`config.mk`:
```
export PLATFORM = sky130hd
export DESIGN_NAME = fht_adc_loader
export DESIGN_NICKNAME = d
export VERILOG_FILES = /design/src/rtl/fht_adc_loader.sv
export SDC_FILE = /design/constraint.sdc
export NUM_CORES = 1
export LEC_CHECK = 0
export CORE_ASPECT_RATIO = 0.8
export CORE_MARGIN = 5
export CORE_UTILIZATION = 50
export DETAILED_ROUTE_END_ITERATION = 16
export MAX_ROUTING_LAYER = met4
export PLACE_DENSITY = 0.82
export SETUP_SLACK_MARGIN = 0.5
export SLEW_MARGIN = 10
export SYNTH_ARGS = -nofsm -noshare
export SYNTH_HDL_FRONTEND = slang
export SYNTH_SLANG_ARGS = --single-unit
export TNS_END_PERCENT = 1
```
`constraint.sdc`:
```
create_clock -name iCLK -period 3.1 [get_ports iCLK]
set_clock_uncertainty 0.15 [all_clocks]
set_input_delay 0.31 -clock iCLK [delete_from_list [all_inputs] [get_ports iCLK]]
set_output_delay 0.31 -clock iCLK [all_outputs]
set_load 0.02 [all_outputs]
```
`src/rtl/fht_adc_loader.sv`:
```
// Captures one N-point frame of ADC samples into the FHT input RAM (bank index
// bit-reversed), pulses the FHT start, then waits for FHT ready before re-arming or idling.
module fht_adc_loader #(
    parameter int N     = 1024,
    parameter int A_BIT = 8,
    parameter int ADC_W = 15
) (
    input  logic             iCLK,
    input  logic             iRESET,
    input  logic             iARM,
    input  logic             iCONT,
    input  logic             iABORT,
    input  logic             iVALID,
    input  logic [ADC_W-1:0] iSAMPLE,
    input  logic             iRDY,
    input  logic             iCLR_OVR,
    output logic [ADC_W-1:0] oDATA,
    output logic [A_BIT-1:0] oADDR_WR,
    output logic [3:0]       oWE,
    output logic             oSTART,
    output logic             oBUSY,
    output logic             oFRAME_DONE,
    output logic             oOVR
);

    localparam int CNT_W = A_BIT + 2;
    localparam logic [CNT_W-1:0] LAST_CNT = CNT_W'(N - 1);

    typedef enum logic [2:0] {
        S_IDLE = 3'd0,
        S_LOAD = 3'd1,
        S_GAP  = 3'd2,
        S_STRT = 3'd3,
        S_WAIT = 3'd4
    } state_t;

    state_t             state_q, state_d;
    logic [CNT_W-1:0]   cnt_q, cnt_d;
    logic               blank_q, blank_d;
    logic [ADC_W-1:0]   data_q, data_d;
    logic [A_BIT-1:0]   addr_q, addr_d;
    logic [3:0]         we_q, we_d;
    logic               start_q, start_d;
    logic               busy_q, busy_d;
    logic               done_q, done_d;
    logic               ovr_q, ovr_d;

    logic               accept;
    logic               drop;
    logic               rdy_seen;
    logic [1:0]         bank_sel;
    logic [3:0]         we_dec;

    assign accept   = (state_q == S_LOAD) && iVALID && !iABORT;
    assign drop     = iVALID && ((state_q == S_GAP) || (state_q == S_STRT) || (state_q == S_WAIT));
    // The first WAIT cycle is blanked: FHT ready may still be high from the previous frame.
    assign rdy_seen = (state_q == S_WAIT) && !blank_q && iRDY && !iABORT;

    // Quarter index with its two bits swapped gives bank order 0, 2, 1, 3.
    assign bank_sel = {cnt_q[A_BIT], cnt_q[A_BIT+1]};

    genvar gi;
    generate
        for (gi = 0; gi < 4; gi++) begin : g_we
            assign we_dec[gi] = accept && (bank_sel == 2'(gi));
        end
    endgenerate

    always_ff @(posedge iCLK or negedge iRESET) begin
        if (!iRESET) begin
            state_q <= S_IDLE;
            cnt_q   <= '0;
            blank_q <= 1'b0;
            data_q  <= '0;
            addr_q  <= '0;
            we_q    <= '0;
            start_q <= 1'b0;
            busy_q  <= 1'b0;
            done_q  <= 1'b0;
            ovr_q   <= 1'b0;
        end else begin
            state_q <= state_d;
            cnt_q   <= cnt_d;
            blank_q <= blank_d;
            data_q  <= data_d;
            addr_q  <= addr_d;
            we_q    <= we_d;
            start_q <= start_d;
            busy_q  <= busy_d;
            done_q  <= done_d;
            ovr_q   <= ovr_d;
        end
    end

    always_comb begin
        state_d = state_q;
        cnt_d   = cnt_q;
        blank_d = (state_q == S_STRT);
        case (state_q)
            S_IDLE: begin
                cnt_d = '0;
                if (iARM) state_d = S_LOAD;
            end
            S_LOAD: begin
                if (iABORT) begin
                    state_d = S_IDLE;
                    cnt_d   = '0;
                end else if (iVALID) begin
                    cnt_d = cnt_q + CNT_W'(1);
                    if (cnt_q == LAST_CNT) state_d = S_GAP;
                end
            end
            S_GAP: begin
                if (iABORT) begin
                    state_d = S_IDLE;
                    cnt_d   = '0;
                end else begin
                    state_d = S_STRT;
                end
            end
            S_STRT: begin
                if (iABORT) begin
                    state_d = S_IDLE;
                    cnt_d   = '0;
                end else begin
                    state_d = S_WAIT;
                end
            end
            S_WAIT: begin
                if (iABORT) begin
                    state_d = S_IDLE;
                    cnt_d   = '0;
                end else if (rdy_seen) begin
                    cnt_d   = '0;
                    state_d = iCONT ? S_LOAD : S_IDLE;
                end
            end
            default: begin
                state_d = S_IDLE;
                cnt_d   = '0;
            end
        endcase
    end

    always_comb begin
        data_d  = data_q;
        addr_d  = addr_q;
        we_d    = we_dec;
        // Registered from STRT, so an abort seen in STRT still lets the pulse complete.
        start_d = (state_q == S_STRT);
        done_d  = rdy_seen;
        busy_d  = (state_d != S_IDLE);
        ovr_d   = ovr_q;
        if (accept) begin
            data_d = iSAMPLE;
            addr_d = cnt_q[A_BIT-1:0];
        end
        if (iCLR_OVR) ovr_d = 1'b0;
        if (drop)     ovr_d = 1'b1;
    end

    assign oDATA       = data_q;
    assign oADDR_WR    = addr_q;
    assign oWE         = we_q;
    assign oSTART      = start_q;
    assign oBUSY       = busy_q;
    assign oFRAME_DONE = done_q;
    assign oOVR        = ovr_q;

endmodule

```
==> results of run 1 <==
-- logic make-up after synthesis --
kind of cell,Yosys count
multiplexers,18
AO/OA/AOI/OAI,32
flip-flops,44
AND/OR/NAND/NOR,47
adder cells (fa/ha/maj),1
buffers and inverters,17
-- cell type report --
type	count	area, µm²	share of cell area (%)
Tap cell	42	52.55	2.080
Clock buffer	6	72.57	2.873
Multi-Input combinational cell	98	686.9	27.19
Inverter	10	37.54	1.486
Sequential cell	44	1101	43.59
Clock inverter	2	35.03	1.387
Timing Repair Buffer	55	540.5	21.40
-- layer usage --
| layer | global-route usage [%] | part of all wire [%] |
|---|---|---|
| met1 | 20.20 | 45 |
| met2 | 25.11 | 49 |
| met3 | 4.155 | 4.6 |
| met4 | 6.769 | 1.6 |
| met5 | - | 0 |
-- power groups by stage --
stage                     logic (mW)  registers [mW]  clock network [mW]
after global routing           0.397           0.698               0.457
after detailed placement       0.376           0.693                   0
final                          0.372           0.682               0.419
after global placement         0.372           0.688                   0
after floorplan               0.0985           0.775                   0
after CTS                      0.378           0.683               0.430
-- metrics by stage --
step	cells	utilization, %	hold slack, ns	cell area, µm²	setup slack (ns)
6_report	257	71.80	-0.004751	2526	0.9893
4_1_cts	257	71.80	0.03148	2526	1.004
2_1_floorplan	159	-	-0.1356	1878	1.422
5_1_grt	257	71.80	0.08289	2526	0.8944
3_5_place_dp	249	68.74	0.3274	2419	0.6979
3_3_place_gp	249	68.74	0.3172	2419	0.7689
-- worst register-to-register path, delay by kind of cell, from the launching register on --
| family | cells | cell delay (ns) |
|---|---|---|
| buffers and inverters | 1 | 0.29 |
| flip-flops | 1 | 0.46 |
| AO/OA/AOI/OAI | 1 | 0.09 |
| AND/OR/NAND/NOR | 3 | 0.91 |
-- sequential cells by signal (all words and copies together), names as in the netlist --
name / cells
cnt_q: 10
oADDR_WR: 8
oBUSY: 1
oDATA: 15
oFRAME_DONE: 1
oOVR: 1
oSTART: 1
oWE: 4
state_q: 3
-- how the worst max path moves through the flow --
| stage | start | slack [ns] | endpoint |
|---|---|---|---|
| 2_1_floorplan | state_q[1] | 1.42 | cnt_q[6] |
| 5_1_grt | iABORT | 0.89 | cnt_q[6] |
| 4_1_cts | iABORT | 1.00 | cnt_q[6] |
| 6_report | iABORT | 0.99 | cnt_q[6] |
| 3_5_place_dp | iABORT | 0.70 | cnt_q[6] |
| 3_3_place_gp | iABORT | 0.77 | cnt_q[6] |
-- cell usage in the layout (no fill, tap or decap), types with 2 or more instances in the layout --
master	Yosys	layout
dfrtp_1	44	44
mux2_2	17	17
clkbuf_8	0	5
o21ai_0	13	13
clkdlybuf4s50_1	0	52
nor2_1	9	9
or4_1	3	3
nor3_1	3	3
a21oi_1	4	4
nand2b_1	3	3
nand2_1	10	10
o211ai_1	5	5
buf_4	1	2
nor3b_1	3	3
nand4_1	2	2
o31a_1	2	2
inv_1	10	10
nand3_1	7	7
==> results by group, run 1 <==
Status
  • Status: complete, but fails checks
  • Failing checks: hold timing

Critical path
  • Reg-to-Reg End: cnt_q[6]
  • Crit Path Max Fanout: 34
  • Critical R2R Launch: state_q[1]
  • Slowest cell on crit path: clkdlybuf4s50_1
  • CP endpoint kind: register
  • Slowest Stage Delay on Critical Path: 0.56 ns
  • Worst EP arrival: 2.17 ns
  • Cell Chain, Critical Path: clkdlybuf4s50_1, nor4b_4, nand2_1, buf_4, or4_1, o211ai_1
  • Delay-heaviest family, CP: simple AND/OR/NAND/NOR gates
  • Startpoint types: input pin
  • Critical path class: in2reg
  • CP Depth: 6
  • Flop2flop setup slack: 1.12 ns
  • Buf+Inv Stages, Crit Path: 2
  • R2r worst-path depth: 5
  • Worst EP required: 3.16 ns

Floorplanning
  • Die area: roughly 5100 µm²
  • Ports: 54
  • Initial core utilization: 53.38%
  • Rows: 19
  • Die H: 64.82 µm
  • Die extent in x: 78.52 µm
  • Core ar.: approximately 3500 µm²

Routing
  • Detail Route Antenna Nets: 0
  • Post-DR vias/cell: 5.440
  • # DRC: 0
  • TritonRoute pass-1 iters: 4
  • Initial DRC count: 110
  • Detailed-route via count: 1398
  • WL/cell: ~14 µm
  • Final WL: 3.666 mm

Logic synthesis
  • Post-synthesis sequential area ratio: roughly three fifths
  • Post-Synth Simple-Gate Area: 14.19%
  • Synth cell count leaders: 44 x dfrtp_1, 17 x mux2_2, 13 x o21ai_0
  • Most common flop cell mapped by yosys: dfrtp_1
  • Distinct cells, synth: 35
  • Compound-Gate Fraction of Synth Area: 10.99%
  • Synthesized instance count: around 160
  • Yosys top cell area share: 58.63%
  • Post-Syn Area: 1878 µm²
  • Count leader, synth: dfrtp_1
  • Async SR Flop Fraction: 100.0%
  • Synth warnings: 0
  • Post-synth EDFFs: 0
  • Mapped Nets: 183
  • Mux cell area share after synthesis: 10.73%
  • Adder-Cell Fraction of Synth Area: 0.6662%
  • Post-synth top area cell: dfrtp_1
  • Mapped Avg Cell Area: approximately 12 µm²
  • Xor/xnor share of the synthesized area: 0%
  • Largest family of logic cells by synthesized area: simple AND/OR/NAND/NOR gates
  • Yosys reg bits: 44
  • Top post-synthesis cells by area: dfrtp_1 59%, mux2_2 10%, o21ai_0 3.5%

Timing
  • Relative slew slack: 38.88%
  • RSZ-0062 raised after global routing: no
  • Setup violators final: 0
  • Period minus WS final: ~2.1 ns
  • Max Slew Vio Count: 0
  • Worst hold slack: -0.004751 ns
  • Fmax: 473.8 MHz
  • Setup TNS: 0 ns
  • Final period utilization: 68.09%
  • Final hold vios: 10
  • Worst Tran Pin Value: 0.9167 ns

Pwr
  • PwrDens: 583.2 nW/µm²
  • Int Pwr: 1.084 mW
  • Seq pwr share: between 40% and 50%
  • Switching Fraction: 26.39%
  • Clock Power Share: 28.4%
  • Total power: about 1.5 mW
  • P_leak: 1.057 nW
  • Worst VDD drop: 0.4270 mV
  • Gate power share: 25.3%
  • Switching power: 0.3888 mW

Global route
  • Largest net degree at the start of global routing: 45
  • Total gr overflow: 0
  • Initial antenna violation count: 0
  • GRT Total Usage: 16.15%
  • Vias in the first global route: 1324
  • First-pass GRT wire length: 6.279 mm

Layout
  • Area grow syn2layout: 34.51%
  • Antenna cells: 0
  • Fraction of layout cells with a size suffix above 1: ~14%
  • # fillers: 251
  • Final nets: 238

CTS
  • TritonCTS Sinks: 44
  • Postcts setup bufs: 0
  • Clk_lat worst skew: 0.29 ns
  • H-tree depth: 2
  • Clock buffer depth: 2
  • CTS tree: built
  • Num CTS Buffers: 5
  • Post-CTS sizing: 0
  • Root buf cell: clkbuf_8
  • Worst-path clk slew: around 0.080 ns
  • CTS Hold Buffers Added: 0

Placed design
  • PortBufs: 53
  • Detailed Place HPWL: around 2.7 mm
  • GPL Wtd Cong: a little under 0.8

Hold path
  • Hold crit path type: in2async

Run
  • Max_cap viols: 0
Power figures use the tool's default switching activity.
==> inputs of run 2 (changes only) <==
CORE_UTILIZATION = 42   (was 50)
PLACE_DENSITY = 0.74   (was 0.82)
clock period = 1.8 ns   (was 3.1 ns; I/O delays follow)
==> run 2 against run 1 <==
The run now ends clean. Combinational power rose by 78%. First-iteration DRC count down 36%. Global-route usage is 0.23 points lower. Clock-buffer cell count is the same. Sequential power grew 72%. Critical path depth shrank 1. Critical path type is now reg2reg. Critical endpoint unchanged.
==> results by group, run 2 (synthesized netlist as in run 1, its figures left out) <==
Status
  • Status: completed

Timing
  • RSZ-0062 raised after global routing: yes
  • Period minus WS final: 1.710 ns
  • Worst Tran Pin Value: 0.5392 ns
  • Fmax: around 580 MHz
  • Final hold vios: 0
  • Worst hold slack: 0.2514 ns
  • Max Slew Vio Count: 0
  • Fin worst setup slack: 0.09008 ns
  • Relative slew slack: around 64%
  • Setup violators final: 0
  • Final period utilization: 95.00%

Placed design
  • GPL Wtd Cong: 0.8186
  • Detailed Place HPWL: between 2 and 3 mm
  • Pre-CTS setup slack: -0.2892 ns
  • PortBufs: 53

Global route
  • Largest net degree at the start of global routing: 45
  • Vias in the first global route: 1459
  • Total gr overflow: 0
  • First-pass GRT wire length: 7.307 mm
  • Initial antenna violation count: 0
  • GRT Total Usage: 15.92%

Floorplanning
  • Die area: 5917 µm²
  • Die extent in x: 84.76 µm
  • Die H: around 70 µm
  • Ports: 54
  • Initial core utilization: 44.12%
  • Rows: 21
  • Core ar.: roughly 4300 µm²

Critical path
  • Slowest Stage Delay on Critical Path: about 0.5 ns
  • Buf+Inv Stages, Crit Path: 1
  • Crit Path Max Fanout: 4
  • CP endpoint kind: register
  • Cell Chain, Critical Path: ha_1, nand3_1, buf_4, or4_1, o211ai_1
  • Worst EP arrival: 1.78 ns
  • Worst EP required: roughly 1.9 ns
  • Startpoint types: register
  • Delay-heaviest family, CP: simple AND/OR/NAND/NOR gates
  • Slowest cell on crit path: or4_1
  • Critical path class: reg2reg

Pwr
  • Total power: roughly 2.6 mW
  • P_leak: 1.137 nW
  • PwrDens: 955.7 nW/µm²
  • Worst VDD drop: around 0.6 mV

Routing
  • Post-DR vias/cell: 5.087
  • # DRC: 0
  • Final WL: 4.194 mm
  • TritonRoute pass-1 iters: 4
  • Initial DRC count: 70
  • Detail Route Antenna Nets: 0
  • WL/cell: 14.61 µm
  • Detailed-route via count: 1460

Layout
  • Antenna cells: 0
  • # fillers: 348
  • Total area of sequential cells: 1106 µm²
  • Fraction of layout cells with a size suffix above 1: approximately a quarter
  • Most frequent cells in the layout: 51 x clkdlybuf4s50_1, 40 x dfrtp_1, 17 x mux2_2, 15 x buf_4, 13 x o21ai_0
  • Commonest non-fill, non-tap cell in the layout: clkdlybuf4s50_1
  • Final nets: 253
  • Area of the multi-input gates: 721.9 µm²
  • Max reg flops: 15
  • Area grow syn2layout: 43.90%

CTS
  • Worst-path clk slew: 0.08 ns
  • Clock buffer depth: 2
  • TritonCTS Sinks: 44
  • Root buf cell: clkbuf_8
  • CTS tree: built
  • Clk_lat worst skew: around 0.30 ns
  • H-tree depth: 2
  • Num CTS Buffers: 5

Run
  • Max_cap viols: 0

Hold path
  • Hold crit path type: in2reg
==> run 2: area by class of cell <==
class                      instances  area share (%)
inverter                          10           1.389
tap                               57           2.639
multi-input combinational         98           26.71
clock buffer                       6           2.685
timing repair buffer              70           24.35
sequential                        44           40.93
clock inverter                     2           1.296
==> run 2: final timing paths <==
kind	from	to	slack (ns)	cells past startpoint
worst min register to register	oADDR_WR[5]	oADDR_WR[5]	0.33	2
worst min-delay path	iABORT	state_q[2]	0.25	2
max in group asynchronous	iRESET	state_q[0]	0.76	3
min in group asynchronous	iRESET	oOVR	0.34	3
worst max-delay path	cnt_q[1]	cnt_q[6]	0.09	5
worst max register to register	cnt_q[1]	cnt_q[6]	0.09	5
==> run 2: what timing repair did <==
item | CTS | global route
gates resized for setup | 9 | 5
hold endpoints to repair | 44 | 0
pin swaps | 4 | 3
gates cloned | 0 | 0
hold buffers | 1 | 0
setup endpoints to repair | 74 | 75
setup buffers | 4 | 0
==> run 2: stage by stage <==
step / utilization [%] / setup TNS, ns / std cells / cell area [µm²]
finish: 63.49 / 0 / 287 / 2703
global route: 63.49 / 0 / 287 / 2703
CTS: 63.05 / 0 / 287 / 2684
detailed placement: 59.02 / -6.671 / 274 / 2512
global placement: 59.02 / -5.513 / 274 / 2512
floorplan: - / 0 / 159 / 1882
==> run 2: where the power goes <==
part / switching [mW] / internal [mW]
logic: 0.303 / 0.361
registers: 0.0647 / 1.11
clock network: 0.332 / 0.412
total: 0.700 / 1.88
==> run 2: layer usage <==
layer,vias up,share of wire (%),track usage [%]
met1,724,45,19.57
li1,705,-,-
met5,-,0,-
met2,21,51,25.46
met4,0,2.1,7.381
met3,10,2.3,2.850
==> inputs of run 3 (changes only) <==
CORE_UTILIZATION = 40   (was 42)
PLACE_DENSITY = 0.71   (was 0.74)
==> run 3 against run 2 <==
Cell area up 2.5%. Register-to-register slack gained 0.02 ns. Flip-flop and latch count stayed put. Maximum frequency rose by 1.3%. Wire length down 1.8%. Global-route usage fell by 1.8 points. Clock-buffer cell count did not move. Die area grew 4.3%. Final cell count increased by 2.4%. Critical endpoint is now cnt_q[9]. Largest cell class unchanged.
==> results by group, run 3 (synthesized netlist as in run 1, its figures left out) <==
Global route
  • Largest net degree at the start of global routing: 45
  • Vias in the first global route: 1450
  • GRT Total Usage: 14.12%
  • Initial antenna violation count: 0
  • First-pass GRT wire length: about 6.7 mm
  • Total gr overflow: 0

Timing
  • Fmax: 592.2 MHz
  • Final hold vios: 0
  • Relative slew slack: 63.07%
  • Period minus WS final: around 1.7 ns
  • RSZ-0062 raised after global routing: yes
  • Final period utilization: 93.81%
  • Worst Tran Pin Value: 0.5540 ns
  • Setup violators final: 0
  • Max Slew Vio Count: 0

Critical path
  • CP endpoint kind: register
  • Critical path class: reg2reg
  • Worst EP required: 1.87 ns
  • Cell Chain, Critical Path: buf_4, and4_4, nand4_1, or4_1, o211ai_1
  • Worst EP arrival: roughly 1.8 ns
  • Slowest Stage Delay on Critical Path: approximately 0.43 ns
  • Slowest cell on crit path: or4_1
  • Startpoint types: register
  • Crit Path Max Fanout: 4

Layout
  • Final Instance Count excl. Fillers: around 300
  • Final nets: 257
  • Most frequent cells in the layout: 51 x clkdlybuf4s50_1, 41 x dfrtp_1, 18 x buf_4, 17 x mux2_2, 13 x o21ai_0
  • Commonest non-fill, non-tap cell in the layout: clkdlybuf4s50_1
  • Area grow syn2layout: 47.57%
  • Antenna cells: 0
  • Cell area after layout: 2771 µm²
  • Fraction of layout cells with a size suffix above 1: 25.21%
  • Max reg flops: 15

Pwr
  • PwrDens: 934.0 nW/µm²
  • Gate power share: between 20% and 30%
  • Int Pwr: 1.897 mW
  • Clock Power Share: 28.4%
  • Switching power: 0.6910 mW
  • Switching Fraction: 26.70%
  • Worst VDD drop: 0.5225 mV
  • Seq pwr share: 45.2%
  • P_leak: between 1 and 1.5 nW

CTS
  • Worst-path clk slew: around 0.09 ns
  • Clk_lat worst skew: 0.29 ns
  • TritonCTS Sinks: 44
  • CTS tree: built
  • Clock buffer depth: 2
  • Root buf cell: clkbuf_8
  • H-tree depth: 2
  • Num CTS Buffers: 5

Placed design
  • GPL Wtd Cong: 0.8499
  • DP Cell Count: 278
  • Detailed Place HPWL: 2.821 mm
  • Post-DP Area: ~2500 µm²
  • PortBufs: 53

Status
  • Status: completed

Floorplanning
  • Die area: 6174 µm²
  • Core ar.: 4569 µm²
  • Rows: 22
  • Initial core utilization: 41.10%
  • Ports: 54
  • Die extent in x: 86.61 µm
  • Die H: 71.29 µm

Routing
  • Detail Route Antenna Nets: 0
  • WL/cell: about 14 µm
  • TritonRoute pass-1 iters: 4
  • Final WL: 4.118 mm
  • # DRC: 0
  • Detailed-route via count: 1472
  • Post-DR vias/cell: 5.007
  • Initial DRC count: 52

Hold path
  • Hold crit path type: in2reg

Run
  • Max_cap viols: 0
[run 3: cell types whose count changed in the layout (fill, tap and decap cells not counted), sizes merged]
cell / change
buf: +4
[run 3: worst paths after layout]
path / startpoint / end / slack [ns] / cells after the start
worst min-delay path: iABORT / oBUSY / 0.21 / 2
min in group asynchronous: iRESET / oWE[3] / 0.36 / 3
max in group asynchronous: iRESET / cnt_q[1] / 0.74 / 3
worst min register to register: oADDR_WR[3] / oADDR_WR[3] / 0.33 / 2
worst max-delay path: cnt_q[0] / cnt_q[9] / 0.11 / 5
worst max register to register: cnt_q[0] / cnt_q[9] / 0.11 / 5
[run 3: final cells by class]
| type | instances | area (µm²) |
|---|---|---|
| Fill cell | 393 | 1798 |
| Sequential cell | 44 | 1105 |
| Multi-Input combinational cell | 98 | 745.7 |
| Timing Repair Buffer | 74 | 700.7 |
| Tap cell | 60 | 75.07 |
| Clock buffer | 6 | 72.57 |
| Inverter | 10 | 37.54 |
| Clock inverter | 2 | 35.03 |
[run 3: timing repair]
| action | 4_1_cts | 5_1_grt |
|---|---|---|
| resized for setup | 12 | 5 |
| hold buffers | 1 | 0 |
| hold endpoints to repair | 44 | 0 |
| setup endpoints to repair | 74 | 75 |
| pin swaps | 6 | 2 |
| setup buffers | 4 | 3 |
[run 3: power groups by stage]
stage | combinational, mW | sequential [mW] | clock (mW)
after global routing | 0.726 | 1.19 | 0.800
after detailed placement | 0.663 | 1.19 | 0
after CTS | 0.681 | 1.18 | 0.761
final | 0.683 | 1.17 | 0.736
after floorplan | 0.170 | 1.34 | 0
after global placement | 0.657 | 1.19 | 0
[run 3: worst max-delay path: cells and delay by family (launching register included)]
family          cells  cell delay (ns)
simple gates        3             0.83
flops               1             0.41
compound gates      1             0.09
buf+inv             1             0.14
[run 3: layer usage]
metal  up-vias  part of all wire, %  GRT usage, %
met1       716                   43         17.50
met2        44                   49         22.67
met3         4                  6.3         3.218
met5         -                    0             -
li1        708                    -             -
met4         0                  1.4         5.190
[run 3: per-stage QoR]
stage	setup TNS (ns)	power (mW)	hold WS, ns	setup slack, ns	util [%]
2_1_floorplan	0	1.505	-0.2656	0.1366	-
3_3_place_gp	-4.695	1.847	0.1412	-0.2254	55.50
3_5_place_dp	-5.177	1.858	0.1431	-0.2412	55.50
4_1_cts	0	2.618	0.2061	0.1610	59.56
5_1_grt	0	2.714	0.2311	0.02626	60.65
6_report	0	2.588	0.2131	0.1114	60.65
